===== config.mk =====
export PLATFORM = sky130hd
export DESIGN_NAME = mont_precompute
export DESIGN_NICKNAME = d
export VERILOG_FILES = /design/src/rtl/mont_precompute_pkg.sv /design/src/rtl/mont_precompute_mod_double.sv /design/src/rtl/mont_precompute.sv
export SDC_FILE = /design/constraint.sdc
export NUM_CORES = 1
export LEC_CHECK = 0
export CORE_MARGIN = 5
export CORE_UTILIZATION = 50
export CTS_CLUSTER_DIAMETER = 150
export DETAILED_ROUTE_END_ITERATION = 10
export HOLD_SLACK_MARGIN = 0.08
export PLACE_DENSITY = 0.73
export SYNTH_ARGS = -nofsm -noshare
export SYNTH_HDL_FRONTEND = slang
export SYNTH_HIERARCHICAL = 1
export SYNTH_SLANG_ARGS = --single-unit

===== constraint.sdc =====
create_clock -name clk -period 2.1 [get_ports clk]
set_input_delay 0.63 -clock clk [delete_from_list [all_inputs] [get_ports clk]]
set_output_delay 0.63 -clock clk [all_outputs]
set_load 0.1 [all_outputs]

===== src/rtl/mont_precompute_pkg.sv =====
// Shared width and state encodings for the Montgomery precompute block.
// Every file that needs BITS or the state constants imports this package.
package mont_precompute_pkg;

  localparam int BITS  = 8;
  localparam int CNT_W = (BITS > 1) ? $clog2(BITS) : 1;

  localparam logic [1:0] ST_IDLE = 2'd0;
  localparam logic [1:0] ST_RUN  = 2'd1;
  localparam logic [1:0] ST_DONE = 2'd2;

endpackage


===== src/rtl/mont_precompute_mod_double.sv =====
// Combinational 2*x mod n for x < n: one doubling, then at most one subtraction of n.
// The doubled value keeps its carry bit, so the compare against n is exact.
import mont_precompute_pkg::*;

module mod_double (
  input  logic [BITS-1:0] x_i,
  input  logic [BITS-1:0] n_i,
  output logic [BITS-1:0] y_o
);

  logic [BITS:0] dbl;
  logic [BITS:0] n_ext;

  assign dbl   = {x_i, 1'b0};
  assign n_ext = {1'b0, n_i};
  assign y_o   = (dbl >= n_ext) ? BITS'(dbl - n_ext) : BITS'(dbl);

endmodule


===== src/rtl/mont_precompute.sv =====
// Bit-serial Montgomery constants: base*R mod N, R mod N and -N^-1 mod R over BITS RUN cycles.
// Results and the finish pulse are registered on leaving DONE, BITS+1 edges after start is taken.
import mont_precompute_pkg::*;

module mont_precompute (
  input  logic            clk,
  input  logic            rst,
  input  logic            start,
  input  logic [BITS-1:0] base,
  input  logic [BITS-1:0] N,
  output logic            busy,
  output logic            finish,
  output logic [BITS-1:0] base_mont,
  output logic [BITS-1:0] one_mont,
  output logic [BITS-1:0] N_prime
);

  logic [1:0]       state_q, state_d;
  logic [BITS-1:0]  n_q, n_d;
  logic [BITS-1:0]  xb_q, xb_d;
  logic [BITS-1:0]  xo_q, xo_d;
  logic [BITS:0]    t_q, t_d;
  logic [BITS-1:0]  r_q, r_d;
  logic [CNT_W-1:0] cnt_q, cnt_d;
  logic [BITS-1:0]  bm_q, bm_d;
  logic [BITS-1:0]  om_q, om_d;
  logic [BITS-1:0]  np_q, np_d;
  logic             fin_q, fin_d;
  logic [BITS-1:0]  xb_dbl, xo_dbl;

  mod_double u_dbl_xb (.x_i(xb_q), .n_i(n_q), .y_o(xb_dbl));
  mod_double u_dbl_xo (.x_i(xo_q), .n_i(n_q), .y_o(xo_dbl));

  always_comb begin
    state_d = state_q;
    n_d     = n_q;
    xb_d    = xb_q;
    xo_d    = xo_q;
    t_d     = t_q;
    r_d     = r_q;
    cnt_d   = cnt_q;
    bm_d    = bm_q;
    om_d    = om_q;
    np_d    = np_q;
    fin_d   = 1'b0;
    case (state_q)
      ST_IDLE: begin
        if (start) begin
          n_d     = N;
          xb_d    = base;
          xo_d    = BITS'(1);
          t_d     = (BITS+1)'(1);
          r_d     = '0;
          cnt_d   = '0;
          state_d = ST_RUN;
        end
      end
      ST_RUN: begin
        xb_d = xb_dbl;
        xo_d = xo_dbl;
        // t < N always holds, so t+N stays below 2^(BITS+1)
        if (t_q[0]) begin
          r_d[cnt_q] = 1'b1;
          t_d        = (t_q + {1'b0, n_q}) >> 1;
        end else begin
          t_d = t_q >> 1;
        end
        cnt_d = cnt_q + CNT_W'(1);
        if (cnt_q == CNT_W'(BITS-1)) state_d = ST_DONE;
      end
      ST_DONE: begin
        bm_d    = xb_q;
        om_d    = xo_q;
        np_d    = r_q;
        fin_d   = 1'b1;
        state_d = ST_IDLE;
      end
      default: state_d = ST_IDLE;
    endcase
  end

  always_ff @(posedge clk) begin
    if (rst) begin
      state_q <= ST_IDLE;
      n_q     <= '0;
      xb_q    <= '0;
      xo_q    <= '0;
      t_q     <= '0;
      r_q     <= '0;
      cnt_q   <= '0;
      bm_q    <= '0;
      om_q    <= '0;
      np_q    <= '0;
      fin_q   <= 1'b0;
    end else begin
      state_q <= state_d;
      n_q     <= n_d;
      xb_q    <= xb_d;
      xo_q    <= xo_d;
      t_q     <= t_d;
      r_q     <= r_d;
      cnt_q   <= cnt_d;
      bm_q    <= bm_d;
      om_q    <= om_d;
      np_q    <= np_d;
      fin_q   <= fin_d;
    end
  end

  assign busy      = (state_q != ST_IDLE);
  assign finish    = fin_q;
  assign base_mont = bm_q;
  assign one_mont  = om_q;
  assign N_prime   = np_q;

endmodule


Word-level counts from Yosys, hierarchy flattened
Index checks and enable logic that the tools add are counted.
{"block": "totals", "input_bits": 19, "mem_count": 0, "out_inout_bits": 26, "regBits": 71, "latch_bits": 0, "rom_bits": 0, "ram_bits": 0, "elab_cells": 54}
{"block": "op_classes", "reduce_logical": 8, "multipliers": 0, "order_cmp": 4, "shift": 0, "n_eq_ne": 6, "muxes": 20, "bitwise_logic": 1, "n_addsub": 4, "n_div": 0}
{"cell": "$mux W8", "count": 7}
{"cell": "$pmux W8 S2", "count": 3}
{"cell": "$ge A9 B8 Y1", "count": 2}
{"cell": "$pmux W9 S2", "count": 1}
{"cell": "$sub A8 B8 Y8", "count": 2}
{"cell": "$add A9 B8 Y9", "count": 1}
{"cell": "$mux W9", "count": 1}
{"cell": "$or A8 B8 Y8", "count": 1}
{"cell": "$ne A2 B2 Y1 const B", "count": 3}
{"cell": "$pmux W3 S2", "count": 1}
{"cell": "$reduce_and A2 Y1", "count": 3}
{"cell": "$lt A3 B4 Y1 const B", "count": 1}
{"cell": "$mux W2", "count": 2}
{"cell": "$pmux W2 S2", "count": 1}
{"cell": "$reduce_bool A2 Y1", "count": 2}
{"cell": "$add A3 B1 Y3 const B", "count": 1}
{"cell": "$demux W1 S3", "count": 1}
{"cell": "$eq A3 B3 Y1 const B", "count": 1}
{"cell": "$ge A3 B1 Y1 const B", "count": 1}
{"cell": "$mux W3", "count": 1}
{"cell": "$reduce_and A3 Y1", "count": 1}
{"cell": "$eq A2 B1 Y1 const B", "count": 1}
{"cell": "$eq A2 B2 Y1 const B", "count": 1}
{"cell": "$logic_not A2 Y1", "count": 1}
{"cell": "2 further kinds", "count": 3}

Depth between registers and ports, before layout
Gate-level depths: netlist of run 1.
{"block": "logic_depth", "ltp_word": 7, "mapped_depth": 9, "depth_no_buf": 9}

Cells and area by module
Netlist of run 1, hierarchy kept.
{"mod": "mont_precompute", "area_per_inst_um2": 2967.8, "seq_area_each_um2": 1401.3, "instances": 1, "cells_per_inst": 364}
{"mod": "mod_double", "area_per_inst_um2": 473.0, "seq_area_each_um2": 0.0, "instances": 2, "cells_per_inst": 62}

Least setup slack after synthesis of run 1
OpenSTA, ideal clock, no wires.
{"block": "synth_path", "path_type": "reg-to-reg", "from": "reg xb_q[0]", "to": "reg xb_q[6]", "t_arrival_ns": 1.794, "path_slack_ns": 0.173, "path_stages_with_launch": 10, "cell_sequence": "dfxtp_1 -> inv_1 -> fa_1 -> nor2b_1 -> o31a_1 -> nor4b_1 -> a211o_1 -> mux2_4 -> nand2_1 -> a311oi_1"}
{"block": "synth_between", "elab_chain_cells": 3, "elab_cells_between_ends": 4, "cone_classes": "add/sub (1); order compare (1); mux (2)"}
{"item": "start: declaration", "line_no": "mont_precompute.sv:20", "text": "logic [BITS-1:0] xb_q, xb_d;"}
{"item": "start signal: assignment", "line_no": "mont_precompute.sv:86", "text": "xb_q <= '0;"}
{"item": "start signal: assignment", "line_no": "mont_precompute.sv:98", "text": "xb_q <= xb_d;"}
{"item": "$sub A8 B8 Y8 / $ge A9 B8 Y1 (equally long branches)", "line_no": "mont_precompute_mod_double.sv:16", "text": "assign y_o = (dbl >= n_ext) ? BITS'(dbl - n_ext) : BITS'(dbl);"}
{"item": "$mux W8 *", "line_no": "mont_precompute_mod_double.sv:16"}
{"item": "named net xb_dbl[6]", "line_no": "mont_precompute.sv:29", "text": "logic [BITS-1:0] xb_dbl, xo_dbl;"}
{"item": "$pmux W8 S2 *", "line_no": "mont_precompute.sv:46", "text": "case (state_q)"}
Mark *: on every way through the listed nets, which the timed path passes. The rest lies on a longest branch.
A chain may end at the register's enable or synchronous reset.

Final worst setup path of run 1
{"block": "layout_path", "from": "reg n_q[6]", "to": "reg xo_q[4]"}
{"block": "layout_between", "elab_chain_cells": 3}
{"item": "start: declaration", "line_no": "mont_precompute.sv:19", "text": "logic [BITS-1:0] n_q, n_d;"}
{"item": "start signal: assignment", "line_no": "mont_precompute.sv:97", "text": "n_q <= n_d;"}
{"item": "$ge A9 B8 Y1", "line_no": "mont_precompute_mod_double.sv:16"}
{"item": "$mux W8", "line_no": "mont_precompute_mod_double.sv:16"}
{"item": "named net xo_dbl[4]", "line_no": "mont_precompute.sv:29"}
{"item": "$pmux W8 S2", "line_no": "mont_precompute.sv:46"}
{"item": "end signal: assignment", "line_no": "mont_precompute.sv:99", "text": "xo_q <= xo_d;"}
{"item": "end: declaration", "line_no": "mont_precompute.sv:21", "text": "logic [BITS-1:0] xo_q, xo_d;"}
The timed path passes the listed nets, and every way through them passes these cells.

==> results of run 1 <==
-- flip-flops by register name (all words and copies together) (netlist names) --
register and count:
t_q 8, one_mont 8, r_q 8, N_prime 8
n_q 8, xb_q 8, state_q 2, finish 1
base_mont 8, cnt_q 3, xo_q 8
-- report_power, final --
part	internal [uW]	switching [uW]
registers	1380	76.6
clock network	830	541
logic	598	598
-- final timing paths --
check / endpoint / cells after the start / from / slack (ns)
hold reg to reg: N_prime[6] / 2 / r_q[6] / 0.46
setup reg to reg: xo_q[4] / 9 / n_q[6] / 0.03
setup / recovery: xo_q[4] / 9 / n_q[6] / 0.03
hold / removal: N_prime[6] / 2 / r_q[6] / 0.46
-- kinds of logic (layout without fill, tap and decap cells) --
kind of cell               Yosys count  in the layout  synth area share
muxes                               13             13           0.03868
DFF                                 70             70            0.3581
AOI/OAI and AO/OA                  139            139            0.2337
xor gates and xnor gates             7              7           0.01567
adders and majority gates           28             28           0.09527
buffers and inverters               53            118           0.05594
and+or+nand+nor                    178            178            0.2027
-- critical path, stage by stage (launching register included) --
cell,delay (ns)
dfxtp_2,0.38
inv_1,0.06
ha_2,0.38
nand3_1,0.14
nor2_1,0.15
o21ai_1,0.10
o211ai_2,0.19
mux2_2,0.40
nand2_1,0.06
a21oi_1,0.06
-- layer usage --
layer  vias to the layer above  routed length, um
met1                      1753               4295
met3                        20                395
met5                         -                  0
met2                        91               5188
met4                         0                226
li1                       1813                  -
-- cell type report --
type                            instances  area, um^2
Tap cell                              102       127.6
Sequential cell                        70        1425
Timing Repair Buffer                   74       912.1
Clock buffer                           10       137.6
Inverter                               28       105.1
Multi-Input combinational cell        365        2475
Clock inverter                          6       116.4
Fill cell                             632        2389
-- through the flow --
step | setup TNS (ns) | worst slack (ns)
after detailed placement | -0.4501 | -0.1763
after global routing | -0.3064 | -0.07501
after CTS | -0.01314 | -0.01314
after global placement | -0.008000 | -0.008000
after floorplan | 0 | 0.1725
final | 0 | 0.03422
-- synthesized netlist by cell type (2+ instances only) --
cell type	number	area, um^2
a2111oi_0	2	17.52
a211o_1	3	26.28
a211oi_1	3	22.52
a21boi_2	2	22.52
a21o_1	8	60.06
a21oi_1	65	325.3
a21oi_2	2	17.52
a22oi_1	6	45.04
a311oi_1	9	78.83
a31oi_1	3	18.77
and2_1	2	12.51
and2_2	2	15.01
buf_2	7	35.03
clkbuf_1	15	56.30
dfxtp_1	70	1401
fa_1	3	60.06
ha_1	25	312.8
inv_1	28	105.1
mux2_2	9	101.4
mux2_4	2	30.03
mux2i_1	2	20.02
nand2_1	93	349.1
nand2b_1	3	18.77
nand3_1	15	75.07
nor2_1	35	131.4
nor2b_1	10	62.56
nor3_1	3	15.01
nor4b_1	2	17.52
o211ai_2	2	25.02
o21a_1	4	30.03
o21ai_0	9	45.04
o21ai_1	4	20.02
o311ai_0	2	17.52
o31a_1	4	35.03
or2_2	2	12.51
or3_1	3	18.77
or3b_1	2	17.52
xnor2_1	5	43.79
xor2_1	2	17.52
-- repair_timing --
action                     4_1_cts  5_1_grt
setup endpoints to repair        7       16
pin swaps                        0       13
setup buffers                    0        3
gates cloned                     0        0
gates resized for setup          9       39
hold endpoints to repair         0        0
==> impl_metrics.toml, run 1 <==
[pwr]
p_per_area_mw_per_mm2 = 759.3
finalPower_uw = 4024
total_leakage_power_uw = 0.002053
ir_drop_mv = 0.4514

[worst_setup_path]
end_kind = "flop"
cp.required_ns = 2.33
critical_path_arrival_ns = 2.30
worstSetupPathType = "reg2reg"
crit_fanout = 7
startpoint_type = "flop"

[synthesis]
synthCells = 488
yosysWarnings = 6
seq_area_frac_synth = 0.3581
syn-cell-area_mm2 = 0.003914
synth_edf_count = 0
synth_nets = 535
synth_cell_types = 59
synth.avg_cell_area_um2 = 8.020
async_flop_share = 0
synth-seq-cells = 70
synth-main-ff-cell = "dfxtp_1"

[sta]
finalSetupViolCount = 0
hold_viol = 0
tightest_slew_ns = 0.4964
slew_headroom = 0.6605
drv_slew = 0
clock_skew_ns = 0.01074
rsz0062_at_grt = "true"
fmax_mhz = 484.1
period_minus_slack_ns = 2.066
hold_ws_ns = 0.4624
fin_crit_sh = 0.9837

[cts]
clk_path_buf_depth = 2
cts-buffers-inserted = 9
postCtsHoldBufs = 0
cts_root_buf = "clkbuf_8"
cts_tree = "yes"
numClockSinks = 70
cts.clk_slew.worst_paths_ns = 0.08
clock_latency_ns = 0.35
h-tree-depth = 3

[layout]
area_growth_pct = 35.39
antennaDiodeCount = 0
finalNetCount = 595
most-common-layout-cells = "nand2_1 (93), a21oi_1 (64), dfxtp_1 (61), nor2_1 (34), buf_4 (30)"
utilization = 0.6893
layout-drive-gt1-share = 0.2423
final_common_cell = "nand2_1"
final_area_mm2 = 0.005299
finalNonFillerCells = 655

[floorplan]
start_util = 0.5091
fp.dieH_um = 98.48
die_area_mm2 = 0.009697
die_w_um = 98.48
core_area_mm2 = 0.007687
placementRows = 32
io_pins = 45

[drt]
wire_per_inst_um = 15.43
avgViaCountPerCell = 5.614
first_pass_iters = 4
drtIter0Drc = 192
drt_wl_total_mm = 10.11
drcViolationCount = 0
drtAntennaViolNets = 0
dr_total_vias = 3677

[global_route]
grt.busiest_layer = "met2"
grt_pass1_wl_mm = 16.52
met1_usage = 0.2498
grt_max_degree = 27
grt_pass1_vias = 3641
grt.overflow.total = 0
grt_antenna_before_repair = 0
grt_util_met3 = 0.04388
grt_usage = 0.2070
gr-usage-met2 = 0.3567

[place]
placed_area_mm2 = 0.004813
dpl.hpwl_mm = 7.280
dp.cells = 636
gp_congestion = 0.8488
portBuffers = 44

[worst_hold_path]
holdCritPathClass = "reg2reg"

[run]
max_cap_viol_count = 0

[run_status]
outcome = "finished clean"
No activity file was read; power rests on OpenSTA's default activity.
==> run 2: changes to the inputs <==
==> constraint.sdc (replaced) <==
create_clock -name clk -period 2.1 [get_ports clk]
set_input_delay 0.42 -clock clk [delete_from_list [all_inputs] [get_ports clk]]
set_output_delay 0.42 -clock clk [all_outputs]
set_load 0.1 [all_outputs]
==> impl_metrics.toml, run 2 (synthesized netlist as in run 1, its figures left out) <==
[worst_setup_path]
cp.required_ns = 2.35
reg2reg_to = "xb_q[1]"
slowest_stage = "dfxtp_2"
cp_cell_sequence = "inv_1 -> ha_1 -> nand3_2 -> nor2_2 -> o21ai_2 -> o211ai_4 -> mux2i_1 -> nand2_1 -> a311oi_2"
startpoint_type = "flop"
critPathLaunch = "n_q[5]"
critical_path_arrival_ns = 2.26
r2r_setup_slack_ns = 0.09
end_kind = "flop"
path_buf_inv = 1
cpPeakStageDelay_ns = 0.37
crit_fanout = 7
rr_worst_depth = 9
r2r-start = "n_q[5]"
cp_top_family = "compound AO/OA/AOI/OAI gates"
worstSetupPathType = "reg2reg"

[sta]
period_minus_slack_ns = 2.014
clock_skew_ns = 0.01091
rsz0062_at_grt = "true"
fin_tns_setup_ns = 0
fmax_mhz = 496.6
fin_crit_sh = 0.9588
tightest_slew_ns = 0.5377
hold_ws_ns = 0.4569
drv_slew = 0
finalSetupViolCount = 0
hold_viol = 0
slew_headroom = 0.6322
finalWorstSetupSlack_ns = 0.08643

[pwr]
total_leakage_power_uw = 0.001936
p_per_area_mw_per_mm2 = 789.4
finalPower_uw = 3867
ir_drop_mv = 0.5684

[worst_hold_path]
min-delay-start = "base_mont[4]"
hold_end = "base_mont[4]"
holdPathStages = 2
holdCritPathClass = "reg2reg"

[drt]
drtAntennaViolNets = 0
avgViaCountPerCell = 5.587
wire_per_inst_um = 14.84
drtIter0Drc = 219
dr_total_vias = 3615
drt_wl_total_mm = 9.601
drcViolationCount = 0
first_pass_iters = 4

[cts]
clk_path_buf_depth = 2
h-tree-depth = 3
cts_tree = "yes"
numClockSinks = 70
postCtsHoldBufs = 0
clock_latency_ns = 0.33
cts_root_buf = "clkbuf_8"
cts.clk_slew.worst_paths_ns = 0.07
cts-buffers-inserted = 9

[layout]
final_common_cell = "nand2_1"
antennaDiodeCount = 0
layout-drive-gt1-share = 0.2257
most-common-layout-cells = "nand2_1 (92), a21oi_1 (65), dfxtp_1 (61), buf_4 (48), nor2_1 (34)"
finalNonFillerCells = 647
finalNetCount = 588
area_growth_pct = 25.16

[global_route]
grt_pass1_vias = 3494
grt_max_degree = 32
grt_pass1_wl_mm = 15.78
grt_antenna_before_repair = 0
grt.overflow.total = 0
grt_usage = 0.1950

[place]
dpl.hpwl_mm = 7.041
gp_congestion = 0.9520
dp.cells = 631
portBuffers = 44
dpl_worst_slack_ns = -0.04888

[floorplan]
die_w_um = 98.48
placementRows = 32
die_area_mm2 = 0.009697
fp.dieH_um = 98.48
core_area_mm2 = 0.007687
start_util = 0.5091
io_pins = 45

[run]
max_cap_viol_count = 0

[run_status]
outcome = "finished clean"
[run 2: per-stage QoR]
stage | util | cell area [um^2]
3_5_place_dp | 0.5822 | 4476
3_3_place_gp | 0.5822 | 4476
6_report | 0.6372 | 4898
4_1_cts | 0.6134 | 4716
5_1_grt | 0.6372 | 4898
2_1_floorplan | - | 3914
[run 2: worst register-to-register path: cells and delay by family, from the launching register on]
family | cells | cell delay (ns)
compound gates | 3 | 0.48
fa+ha+maj | 1 | 0.36
buf+inv | 1 | 0.06
flops | 1 | 0.37
mux | 1 | 0.24
simple gates | 3 | 0.41
[run 2: layer usage]
layer  vias up  part of all wire  GRT usage
li1       1814                 -          -
met1      1703              0.42     0.2368
met2        82              0.51     0.3391
met3        16             0.047    0.04246
met4         0             0.019    0.07038
met5         -                 0          0
[run 2: area by class of cell]
class / instances / area, um^2
Fill cell: 696 / 2789
Multi-Input combinational cell: 365 / 2455
Sequential cell: 70 / 1418
Timing Repair Buffer: 67 / 555.5
Tap cell: 102 / 127.6
Clock buffer: 9 / 123.9
Clock inverter: 6 / 111.4
Inverter: 28 / 107.6
[run 2: where the power goes]
group	switching (uW)	internal, uW	leakage, uW	total [uW]
Clock	498	782	0.000115	1280
Sequential	76.6	1380	0.000573	1460
Combinational	566	561	0.00125	1130
Total	1140	2730	0.00194	3870
[run 2: worst max path at each step]
stage / cells after the start / to / slack, ns
3_3_place_gp: 9 / xb_q[7] / -0.02
3_5_place_dp: 9 / xb_q[7] / -0.05
6_report: 9 / xb_q[1] / 0.09
4_1_cts: 9 / xb_q[7] / 0.0007
2_1_floorplan: 9 / xb_q[6] / 0.17
5_1_grt: 9 / xb_q[1] / -0.06
[run 2: repair_timing]
action,in CTS,in global routing
endpoints found under the setup margin,7,16
buffers inserted,0,1
hold endpoints to repair,0,0
resized for setup,4,36
pin swaps,0,7
